<file path="src/rtl/rtc_lapwatch_if.sv">
// Control/status bundle between the RTC bus wrapper (master) and the lap stopwatch (slave).
// The wrapper drives the i_* strobes and reads back the o_* status.
interface rtc_lapwatch_if #(
    parameter int LGLAPS = 2
);
    logic [31:0]     i_ckstep;
    logic            i_clear;
    logic            i_start;
    logic            i_stop;
    logic            i_mode;
    logic            i_load;
    logic [30:0]     i_load_value;
    logic            i_lap;
    logic            i_lap_rd;
    logic [30:0]     o_value;
    logic            o_running;
    logic [30:0]     o_lap_value;
    logic            o_lap_valid;
    logic [LGLAPS:0] o_lap_count;
    logic            o_lap_overflow;
    logic            o_expired;

    modport master (
        output i_ckstep, i_clear, i_start, i_stop, i_mode, i_load, i_load_value, i_lap, i_lap_rd,
        input  o_value, o_running, o_lap_value, o_lap_valid, o_lap_count, o_lap_overflow, o_expired
    );

    modport slave (
        input  i_ckstep, i_clear, i_start, i_stop, i_mode, i_load, i_load_value, i_lap, i_lap_rd,
        output o_value, o_running, o_lap_value, o_lap_valid, o_lap_count, o_lap_overflow, o_expired
    );
endinterface

</file>
<file path="src/rtl/rtc_lapwatch.sv">
// BCD stopwatch / countdown timer at 10 ms resolution with preload and a lap-capture FIFO.
// The 10 ms tick is the carry out of a 48-bit phase accumulator stepping by 100x the per-second step.
module rtc_lapwatch #(
    parameter int LGLAPS        = 2,
    parameter bit OPT_COUNTDOWN = 1'b1
) (
    input  logic          i_clk,
    input  logic          i_reset,
    rtc_lapwatch_if.slave bus
);
    localparam int DEPTH = 1 << LGLAPS;

    logic [47:0]       step_q, step_d;
    logic [47:0]       acc_q, acc_d;
    logic              tick_q, tick_d;
    logic              running_q, running_d;
    logic              mode_q, mode_d;
    logic              expired_q, expired_d;
    logic [30:0]       value_q, value_d;
    logic [30:0]       lap_mem_q [DEPTH];
    logic [30:0]       lap_mem_d [DEPTH];
    logic [LGLAPS-1:0] wr_ptr_q, wr_ptr_d;
    logic [LGLAPS-1:0] rd_ptr_q, rd_ptr_d;
    logic [LGLAPS:0]   count_q, count_d;
    logic              overflow_q, overflow_d;

    logic [48:0]       acc_sum;
    logic              start_go;
    logic              advance;
    logic              full;
    logic              pop;
    logic              push_req;
    logic              push;

    function automatic logic [3:0] digit_max(input int idx);
        if (idx == 3 || idx == 5) return 4'd5;
        if (idx == 7)             return 4'd7;
        return 4'd9;
    endfunction

    // One BCD count step; digits saturating at their limit ripple a carry (or borrow) upward.
    function automatic logic [30:0] bcd_step(input logic [30:0] v, input logic down);
        logic [31:0] w;
        logic [3:0]  d;
        logic [3:0]  lim;
        logic        carry;
        w     = {1'b0, v};
        carry = 1'b1;
        for (int i = 0; i < 8; i++) begin
            lim = digit_max(i);
            d   = w[4*i +: 4];
            if (carry) begin
                if (!down) begin
                    if (d == lim) begin
                        d = 4'd0;
                    end else begin
                        d     = d + 4'd1;
                        carry = 1'b0;
                    end
                end else begin
                    if (d == 4'd0) begin
                        d = lim;
                    end else begin
                        d     = d - 4'd1;
                        carry = 1'b0;
                    end
                end
            end
            w[4*i +: 4] = d;
        end
        return w[30:0];
    endfunction

    always_comb begin
        step_d = ({16'h0, bus.i_ckstep} << 6) + ({16'h0, bus.i_ckstep} << 5)
               + ({16'h0, bus.i_ckstep} << 2);
    end

    always_comb begin
        start_go = bus.i_start && !bus.i_stop && !running_q;
        advance  = running_q || start_go;
        acc_sum  = {1'b0, acc_q} + {1'b0, step_q};
        acc_d    = advance ? acc_sum[47:0] : acc_q;
        tick_d   = advance && acc_sum[48];
    end

    // A down-count tick that finds the value already at zero expires instead of borrowing.
    always_comb begin
        running_d = running_q;
        mode_d    = mode_q;
        value_d   = value_q;
        expired_d = 1'b0;
        if (bus.i_stop) begin
            running_d = 1'b0;
        end else if (start_go) begin
            running_d = 1'b1;
            mode_d    = OPT_COUNTDOWN ? bus.i_mode : 1'b0;
        end
        if (tick_q && running_q) begin
            if (mode_q && value_q == '0) begin
                expired_d = 1'b1;
                running_d = 1'b0;
            end else begin
                value_d = bcd_step(value_q, mode_q);
            end
        end
        if (bus.i_clear) begin
            value_d = '0;
        end else if (bus.i_load && !running_q) begin
            value_d = bus.i_load_value;
        end
    end

    always_comb begin
        full     = (count_q == (LGLAPS+1)'(DEPTH));
        pop      = bus.i_lap_rd && (count_q != '0);
        push_req = bus.i_lap && running_q;
        push     = push_req && (!full || pop);
    end

    // Lap FIFO: a simultaneous pop frees the slot, so a push to a full FIFO still lands.
    always_comb begin
        lap_mem_d  = lap_mem_q;
        wr_ptr_d   = wr_ptr_q;
        rd_ptr_d   = rd_ptr_q;
        count_d    = count_q;
        overflow_d = overflow_q;
        if (bus.i_clear) begin
            wr_ptr_d   = '0;
            rd_ptr_d   = '0;
            count_d    = '0;
            overflow_d = 1'b0;
        end else begin
            if (push) begin
                lap_mem_d[wr_ptr_q] = value_q;
                wr_ptr_d            = wr_ptr_q + LGLAPS'(1);
            end
            if (pop) begin
                rd_ptr_d = rd_ptr_q + LGLAPS'(1);
            end
            if (push && !pop) begin
                count_d = count_q + (LGLAPS+1)'(1);
            end else if (!push && pop) begin
                count_d = count_q - (LGLAPS+1)'(1);
            end
            if (push_req && !push) begin
                overflow_d = 1'b1;
            end
        end
    end

    always_ff @(posedge i_clk or posedge i_reset) begin
        if (i_reset) begin
            step_q     <= '0;
            acc_q      <= '0;
            tick_q     <= 1'b0;
            running_q  <= 1'b0;
            mode_q     <= 1'b0;
            expired_q  <= 1'b0;
            value_q    <= '0;
            lap_mem_q  <= '{default: '0};
            wr_ptr_q   <= '0;
            rd_ptr_q   <= '0;
            count_q    <= '0;
            overflow_q <= 1'b0;
        end else begin
            step_q     <= step_d;
            acc_q      <= acc_d;
            tick_q     <= tick_d;
            running_q  <= running_d;
            mode_q     <= mode_d;
            expired_q  <= expired_d;
            value_q    <= value_d;
            lap_mem_q  <= lap_mem_d;
            wr_ptr_q   <= wr_ptr_d;
            rd_ptr_q   <= rd_ptr_d;
            count_q    <= count_d;
            overflow_q <= overflow_d;
        end
    end

    assign bus.o_value        = value_q;
    assign bus.o_running      = running_q;
    assign bus.o_lap_value    = lap_mem_q[rd_ptr_q];
    assign bus.o_lap_valid    = (count_q != '0);
    assign bus.o_lap_count    = count_q;
    assign bus.o_lap_overflow = overflow_q;
    assign bus.o_expired      = expired_q;
endmodule

</file>
<file path="src/flat_wrapper.sv">
// flat-port wrapper written by rule: the top's interface ports become plain ports
module rtc_lapwatch_flat 
#(
    parameter int LGLAPS        = 2,
    parameter bit OPT_COUNTDOWN = 1'b1
)
  (i_clk, i_reset, bus_i_ckstep, bus_i_clear, bus_i_start, bus_i_stop, bus_i_mode, bus_i_load, bus_i_load_value, bus_i_lap, bus_i_lap_rd, bus_o_value, bus_o_running, bus_o_lap_value, bus_o_lap_valid, bus_o_lap_count, bus_o_lap_overflow, bus_o_expired);
  rtc_lapwatch_if #(.LGLAPS(LGLAPS)) bus_i ();
  input  logic i_clk;
  input  logic i_reset;
  input wire logic [$bits(bus_i.i_ckstep)-1:0] bus_i_ckstep;
  input wire logic [$bits(bus_i.i_clear)-1:0] bus_i_clear;
  input wire logic [$bits(bus_i.i_start)-1:0] bus_i_start;
  input wire logic [$bits(bus_i.i_stop)-1:0] bus_i_stop;
  input wire logic [$bits(bus_i.i_mode)-1:0] bus_i_mode;
  input wire logic [$bits(bus_i.i_load)-1:0] bus_i_load;
  input wire logic [$bits(bus_i.i_load_value)-1:0] bus_i_load_value;
  input wire logic [$bits(bus_i.i_lap)-1:0] bus_i_lap;
  input wire logic [$bits(bus_i.i_lap_rd)-1:0] bus_i_lap_rd;
  output wire logic [$bits(bus_i.o_value)-1:0] bus_o_value;
  output wire logic [$bits(bus_i.o_running)-1:0] bus_o_running;
  output wire logic [$bits(bus_i.o_lap_value)-1:0] bus_o_lap_value;
  output wire logic [$bits(bus_i.o_lap_valid)-1:0] bus_o_lap_valid;
  output wire logic [$bits(bus_i.o_lap_count)-1:0] bus_o_lap_count;
  output wire logic [$bits(bus_i.o_lap_overflow)-1:0] bus_o_lap_overflow;
  output wire logic [$bits(bus_i.o_expired)-1:0] bus_o_expired;
  assign bus_i.i_ckstep = bus_i_ckstep;
  assign bus_i.i_clear = bus_i_clear;
  assign bus_i.i_start = bus_i_start;
  assign bus_i.i_stop = bus_i_stop;
  assign bus_i.i_mode = bus_i_mode;
  assign bus_i.i_load = bus_i_load;
  assign bus_i.i_load_value = bus_i_load_value;
  assign bus_i.i_lap = bus_i_lap;
  assign bus_i.i_lap_rd = bus_i_lap_rd;
  assign bus_o_value = bus_i.o_value;
  assign bus_o_running = bus_i.o_running;
  assign bus_o_lap_value = bus_i.o_lap_value;
  assign bus_o_lap_valid = bus_i.o_lap_valid;
  assign bus_o_lap_count = bus_i.o_lap_count;
  assign bus_o_lap_overflow = bus_i.o_lap_overflow;
  assign bus_o_expired = bus_i.o_expired;
  rtc_lapwatch #(.LGLAPS(LGLAPS), .OPT_COUNTDOWN(OPT_COUNTDOWN)) u_core (.i_clk(i_clk), .i_reset(i_reset), .bus(bus_i));
endmodule
</file>
<file path="config.mk">
export PLATFORM = sky130hd
export DESIGN_NAME = rtc_lapwatch_flat
export DESIGN_NICKNAME = d
export VERILOG_FILES = /design/src/rtl/rtc_lapwatch_if.sv /design/src/rtl/rtc_lapwatch.sv /design/src/flat_wrapper.sv
export SDC_FILE = /design/constraint.sdc
export NUM_CORES = 1
export LEC_CHECK = 0
export CAP_MARGIN = 40
export CORE_MARGIN = 2
export CORE_UTILIZATION = 30
export DETAILED_ROUTE_END_ITERATION = 10
export PLACE_DENSITY = 0.47
export SYNTH_ARGS = -nofsm -noshare
export SYNTH_HDL_FRONTEND = slang
export SYNTH_SLANG_ARGS = --single-unit
</file>
<file path="constraint.sdc">
create_clock -name i_clk -period 8.65 [get_ports i_clk]
set_input_delay 0.865 -clock i_clk [delete_from_list [all_inputs] [get_ports i_clk]]
set_output_delay 0.865 -clock i_clk [all_outputs]
set_load 0.01 [all_outputs]
</file>
== Yosys cells after proc, flatten, opt, wreduce, memory -nomap -nowiden ==
Cells that the tools add are included.

* Add/sub/neg operators: 23
* Magnitude comparators: 3
* Equal/unequal tests: 10
* Multiplexer cells: 105
* Bitwise operators: 4
* Reductions and logical operators: 52

{| class="wikitable"
|+ Operators with widths
! cell !! count
|-
| 31-bit 2-to-1 mux || 7
|-
| 4-bit 2-to-1 mux || 33
|-
| 124-bit bitwise mux || 1
|-
| 31-bit binary-select mux with 2-bit select || 1
|-
| 31-bit demux with 2-bit select || 1
|-
| 1-bit 2-to-1 mux || 51
|-
| 48-bit by 48-bit adder with 49-bit output || 1
|-
| 48-bit by 34-bit adder with 48-bit output || 1
|-
| 38-bit by 37-bit adder with 39-bit output || 1
|-
| 31-bit zero test || 1
|-
| 3-bit nonzero test || 10
|-
| 4-bit by 1-bit adder with 4-bit output, second input constant || 7
|-
| 4-bit zero test || 7
|-
| 4-bit by 1-bit subtractor with 4-bit output, second input constant || 7
|-
| 3-bit 2-to-1 mux || 7
|-
| 3-bit AND reduction || 7
|-
| 4-bit == test, second input constant || 5
|-
| 1-bit logical AND || 13
|-
| 4-bit == test || 2
|-
| 2-bit 2-to-1 mux || 4
|-
| 3-bit by 1-bit adder with 3-bit output, second input constant || 2
|-
| 3-bit >= comparator, second input constant || 2
|-
| 2-bit inverter with 3-bit output || 2
|-
| 2-bit AND reduction || 3
|-
| other kinds (11) || 21
|}

* Register bits after elaboration: 263
* Input port bits: 72
* Output and inout bits: 69
* Word-level logic and storage cells: 219

== Logic depth before layout (Yosys ltp) ==
* Word-level depth: 28
* Mapped depth: 21
* Depth with buffers taken out: 21

== Worst setup path after synthesis ==
Ideal clock, no wire load.

* Path type: in2reg
* From: input bus_i_ckstep[10]
* To: register u_core.step_q[39]
* Arrival time: 4641 ps
* Required time: 8530 ps
* Path slack: 3890 ps
* Stages: 19
* Cells stage by stage: ha_1 -> clkbuf_1 -> a21o_1 -> a211oi_1 -> o31ai_2 -> a2111o_1 -> and2_1 -> a31oi_1 -> o21ai_0 -> xnor2_1 -> ha_1 -> a21oi_1 -> nand2_1 -> or4_1 -> a31oi_1 -> o211ai_1 -> a31o_2 -> nor3b_1 -> and3b_1

* Word-level cells in the longest chain between the ends: 2

{| class="wikitable"
|+ RTL lines
! what !! RTL line !! text
|-
| start: declaration || flat_wrapper.sv:11 || <nowiki>input wire logic [$bits(bus_i.i_ckstep)-1:0] bus_i_ckstep;</nowiki>
|-
| 38-bit by 37-bit adder with 39-bit output || rtc_lapwatch.sv:75 || <nowiki>step_d = ({16'h0, bus.i_ckstep} << 6) + ({16'h0, bus.i_ckstep} << 5)</nowiki>
|-
| 48-bit by 34-bit adder with 48-bit output * || rtc_lapwatch.sv:76 || <nowiki>+ ({16'h0, bus.i_ckstep} << 2);</nowiki>
|-
| via u_core.step_d[39] || rtc_lapwatch.sv:13 || <nowiki>logic [47:0] step_q, step_d;</nowiki>
|-
| end signal: assignment || rtc_lapwatch.sv:167 || <nowiki>step_q <= step_d;</nowiki>
|-
| end: declaration || rtc_lapwatch.sv:13 ||
|}

Mark *: on every way through the listed nets, which the timed path passes. The rest lies on a longest branch.
A chain may end at the register's enable or synchronous reset.

== Final worst setup path ==
* From: input bus_i_ckstep[4]
* To: register u_core.step_q[38]

The elaborated chain is that of the path after synthesis.

==> results.md <==
- Outcome: complete, no violations
- Number of distinct standard cells referenced by the synthesized netlist: 80
- Synth area leaders: dfrtp_1, ha_1, mux2_2
- TritonCTS clock tree: done
- Number of buffers on the longest clock path: 3
- Number of remaining DRC errors: 0
- Antenna Violating Nets Remaining: 0
- Number of placement rows: 85
- Setup-failing EPs final: 0
- First-pass iteration count of the detailed router: 7
- Synth Flop Type: dfrtp_1
- Number of top-level pins: 141
- RSZ-0062 raised after global routing: no
- Footprint of the multi-input gates: 9660 um^2
- Die Span X: 238 um
- Post-layout instance area: 19700 um^2
- Largest net degree at the start of global routing: 80
- Maximum Capacitance Violations: 0
- Flop pwr share: 29.7%
- Number of clock sinks seen by CTS: 251
- Max-slew violation count: 0
- Switch Pwr: 2.10 mW
- Required time of the critical path: 9080 ps
- Proportion of netlist area held by the largest area contributor: 38.1%
- Switching power share of the total: 37.6%
- Total internal power: 3.48 mW
- Syn avg cell area: 9.99 um^2
- Yosys reg bits: 251
- Post-synthesis to final-layout area growth: 19.6%
- Global-route wire length before repair: 71600 um
- Placed wire-length estimate: 32000 um
- Count of instances resized after the clock tree is built: 0
- Path category of the worst min-delay check: register to register
- FMAX: 0.186 GHz
- Standby leakage power: 8.73 nW
- Total area of sequential cells: 6280 um^2
- Global-route total usage across every layer: 15.5%
- Standard cell core area: 54000 um^2
- Mapped Cells: 1650
- Most numerous cell in the Yosys netlist: dfrtp_1
- GR Layer Usage met2: 27.0%
- Met3 usage in global routing: 2.08%
- Final Routed Wirelength: 44200 um
- Tcrit/Tclk final: 62.2%
- Net Count, Synth: 1855
- Sequential cell area fraction in the yosys report: 38.1%
- Data arrival, critical path: 5810 ps
- Met1 usage in global routing: 20.4%
- Number of buffers created by CTS: 31
- CP max FO: 5
- Vertical die dimension: 238 um
- Busiest metal layer after global routing: met2
- Most instantiated cells after synthesis: dfrtp_1, a21oi_1, nor2_1, ha_1, mux2_2
- Peak ir drop on the vdd network: 0.132 mV
- Antenna violations before repair: 0
- Antenna Cells: 0
- Fin crit period: 5380 ps
- Worst rel slew slack: 34.6%
- Initial detailed-routing violation count: 604
- Proportion of power drawn by the clock network: 24.5%
- Number of H-tree branching levels: 1
- Setup repair bufs after CTS: 0
- Slew of the pin with the lowest slew margin: 972 ps
- Critical path class: primary input to register
- Ratio of cells with drive above 1 in the final layout: 14.2%
- Mean number of vias per cell: 5.11
- Yosys top cell by area: dfrtp_1
- Via count of the first global-routing pass: 13200
- Count of vias placed by the detailed router: 12700
- Combinational group share of total power: 45.8%
- Setup TNS after final layout: 0 ps
- Hold buffers post-CTS: 0
- Overall power consumption: 5.58 mW
- Final count of hold timing violations: 0
- Synthesis warning total: 0
- Area post-placement: 18600 um^2
- Post-synth EDFFs: 0
- Proportion of register bits with asynchronous set or reset after synthesis: 100%
- Wire per inst: 17.8 um
- Total grt overflow: 0
- Combined area of all synthesized cells: 16500 um^2
- Port-buffer cells: 140
- Category of the worst setup path launch point: primary input
- Die ar.: 56800 um^2
- Buffer cell driving the clock tree root: clkbuf_16
- Skew-Pair Late Insertion Delay: 560 ps
- Fill count: 5388
- Pwr Density: 283 nW/um^2
- Worst Clk Skew: 8.78 ps
- Initial Utilization: 30.5%
- Clock Pin Slew Worst Setup and Hold Paths: 60 ps
- Final RePlAce weighted congestion: 0.852
- Number of nets in the finished design: 1966
- Crit end category: register
per-layer routing:
metal | share of wire, % | vias up
li1 | - | 6251
met1 | 46 | 6172
met2 | 48 | 203
met3 | 3.7 | 58
met4 | 2.1 | 0
met5 | 0 | -
worst max-delay path, stage by stage:
cell and delay (ps):
clkdlybuf4s50_1 510, ha_1 390, a21o_1 230, a211oi_1 430, o31ai_2 160, a2111o_1 420
and2_1 180, a31oi_1 250, xnor2_1 150, ha_1 300, a21oi_1 150, o21ai_0 140
a211oi_1 210, a21oi_1 180, a221oi_2 360, o21ai_0 230, a31oi_1 360, nor4_1 100
xor2_1 160
cell families (layout without fill, tap and decap cells):
group / count (synthesis) / in the layout / share of synthesized area (%)
AO/OA/AOI/OAI: 462 / 462 / 18.2
multiplexers: 160 / 160 / 13.1
AND/OR/NAND/NOR: 395 / 395 / 11.3
flip-flops: 251 / 251 / 38.1
buffers and inverters: 142 / 277 / 3.39
XOR/XNOR: 107 / 107 / 5.69
adder cells (fa/ha/maj): 133 / 133 / 10.3
final timing paths:
kind	end	from	slack, ps	depth (start not counted)
worst max-delay path	u_core.step_q[38]	bus_i_ckstep[4]	3270	19
worst min-delay path	u_core.acc_q[43]	u_core.acc_q[43]	460	1
worst max register to register	u_core.bus.o_value[30]	u_core.bus.o_value[24]	4860	11
worst min register to register	u_core.acc_q[43]	u_core.acc_q[43]	460	1
max in group asynchronous	u_core.rd_ptr_q[0]	i_reset	6450	4
min in group asynchronous	u_core.bus.o_lap_count[1]	i_reset	710	2
placed cells by master, fill, tap and decap left out, drive strengths merged, types with 6 or more instances in the layout:
master | Yosys | routed
a211oi | 21 | 21
a21o | 53 | 53
a21oi | 144 | 144
a311oi | 7 | 7
a31oi | 17 | 17
and2 | 12 | 12
and3 | 14 | 14
buf | 21 | 16
clkbuf | 57 | 38
clkdlybuf4s50 | 0 | 140
clkinv | 0 | 7
dfrtp | 251 | 251
ha | 129 | 129
inv | 64 | 67
mux2 | 125 | 125
mux4 | 32 | 32
nand2 | 114 | 114
nand2b | 17 | 17
nand3 | 22 | 22
nand4 | 11 | 11
nor2 | 132 | 132
nor2b | 16 | 16
nor3 | 20 | 20
nor3b | 6 | 6
nor4 | 8 | 8
o211ai | 20 | 20
o21a | 7 | 7
o21ai | 97 | 97
o21bai | 13 | 13
o311ai | 6 | 6
o31ai | 13 | 13
or3 | 7 | 7
xnor2 | 65 | 65
xor2 | 42 | 42
flip-flops by register name (all words and copies together), names as in the netlist, 2 cells and up:
register and cells:
u_core.bus.o_lap_count 3, u_core.step_q 38, u_core.lap_mem_q 124, u_core.wr_ptr_q 2
u_core.bus.o_value 31, u_core.rd_ptr_q 2, u_core.acc_q 46
cell type report:
| cell class | instances | area share, % |
|---|---|---|
| Tap cell | 696 | 4.42 |
| Clock buffer | 38 | 4.22 |
| Clock inverter | 19 | 1.26 |
| Sequential cell | 251 | 31.9 |
| Multi-Input combinational cell | 1257 | 49.0 |
| Inverter | 64 | 1.26 |
| Timing Repair Buffer | 156 | 7.99 |
through the flow:
stage | hold WS (ps) | std cells | utilization, % | setup slack, ps
2_1_floorplan | 434 | 1650 | - | 885
3_3_place_gp | 448 | 2421 | 34.3 | 2790
3_5_place_dp | 453 | 2424 | 34.5 | 2710
4_1_cts | 466 | 2481 | 36.5 | 3310
5_1_grt | 475 | 2481 | 36.5 | 3000
6_report | 464 | 2481 | 36.5 | 3270
power groups by stage:
stage | Combinational (mW) | Clock [mW] | Sequential [mW]
3_3_place_gp | 2.54 | 0 | 1.68
4_1_cts | 2.58 | 1.42 | 1.66
5_1_grt | 2.88 | 1.46 | 1.69
3_5_place_dp | 2.57 | 0 | 1.68
6_report | 2.56 | 1.37 | 1.66
2_1_floorplan | 1.95 | 0 | 1.58
Power figures use the tool's default switching activity.
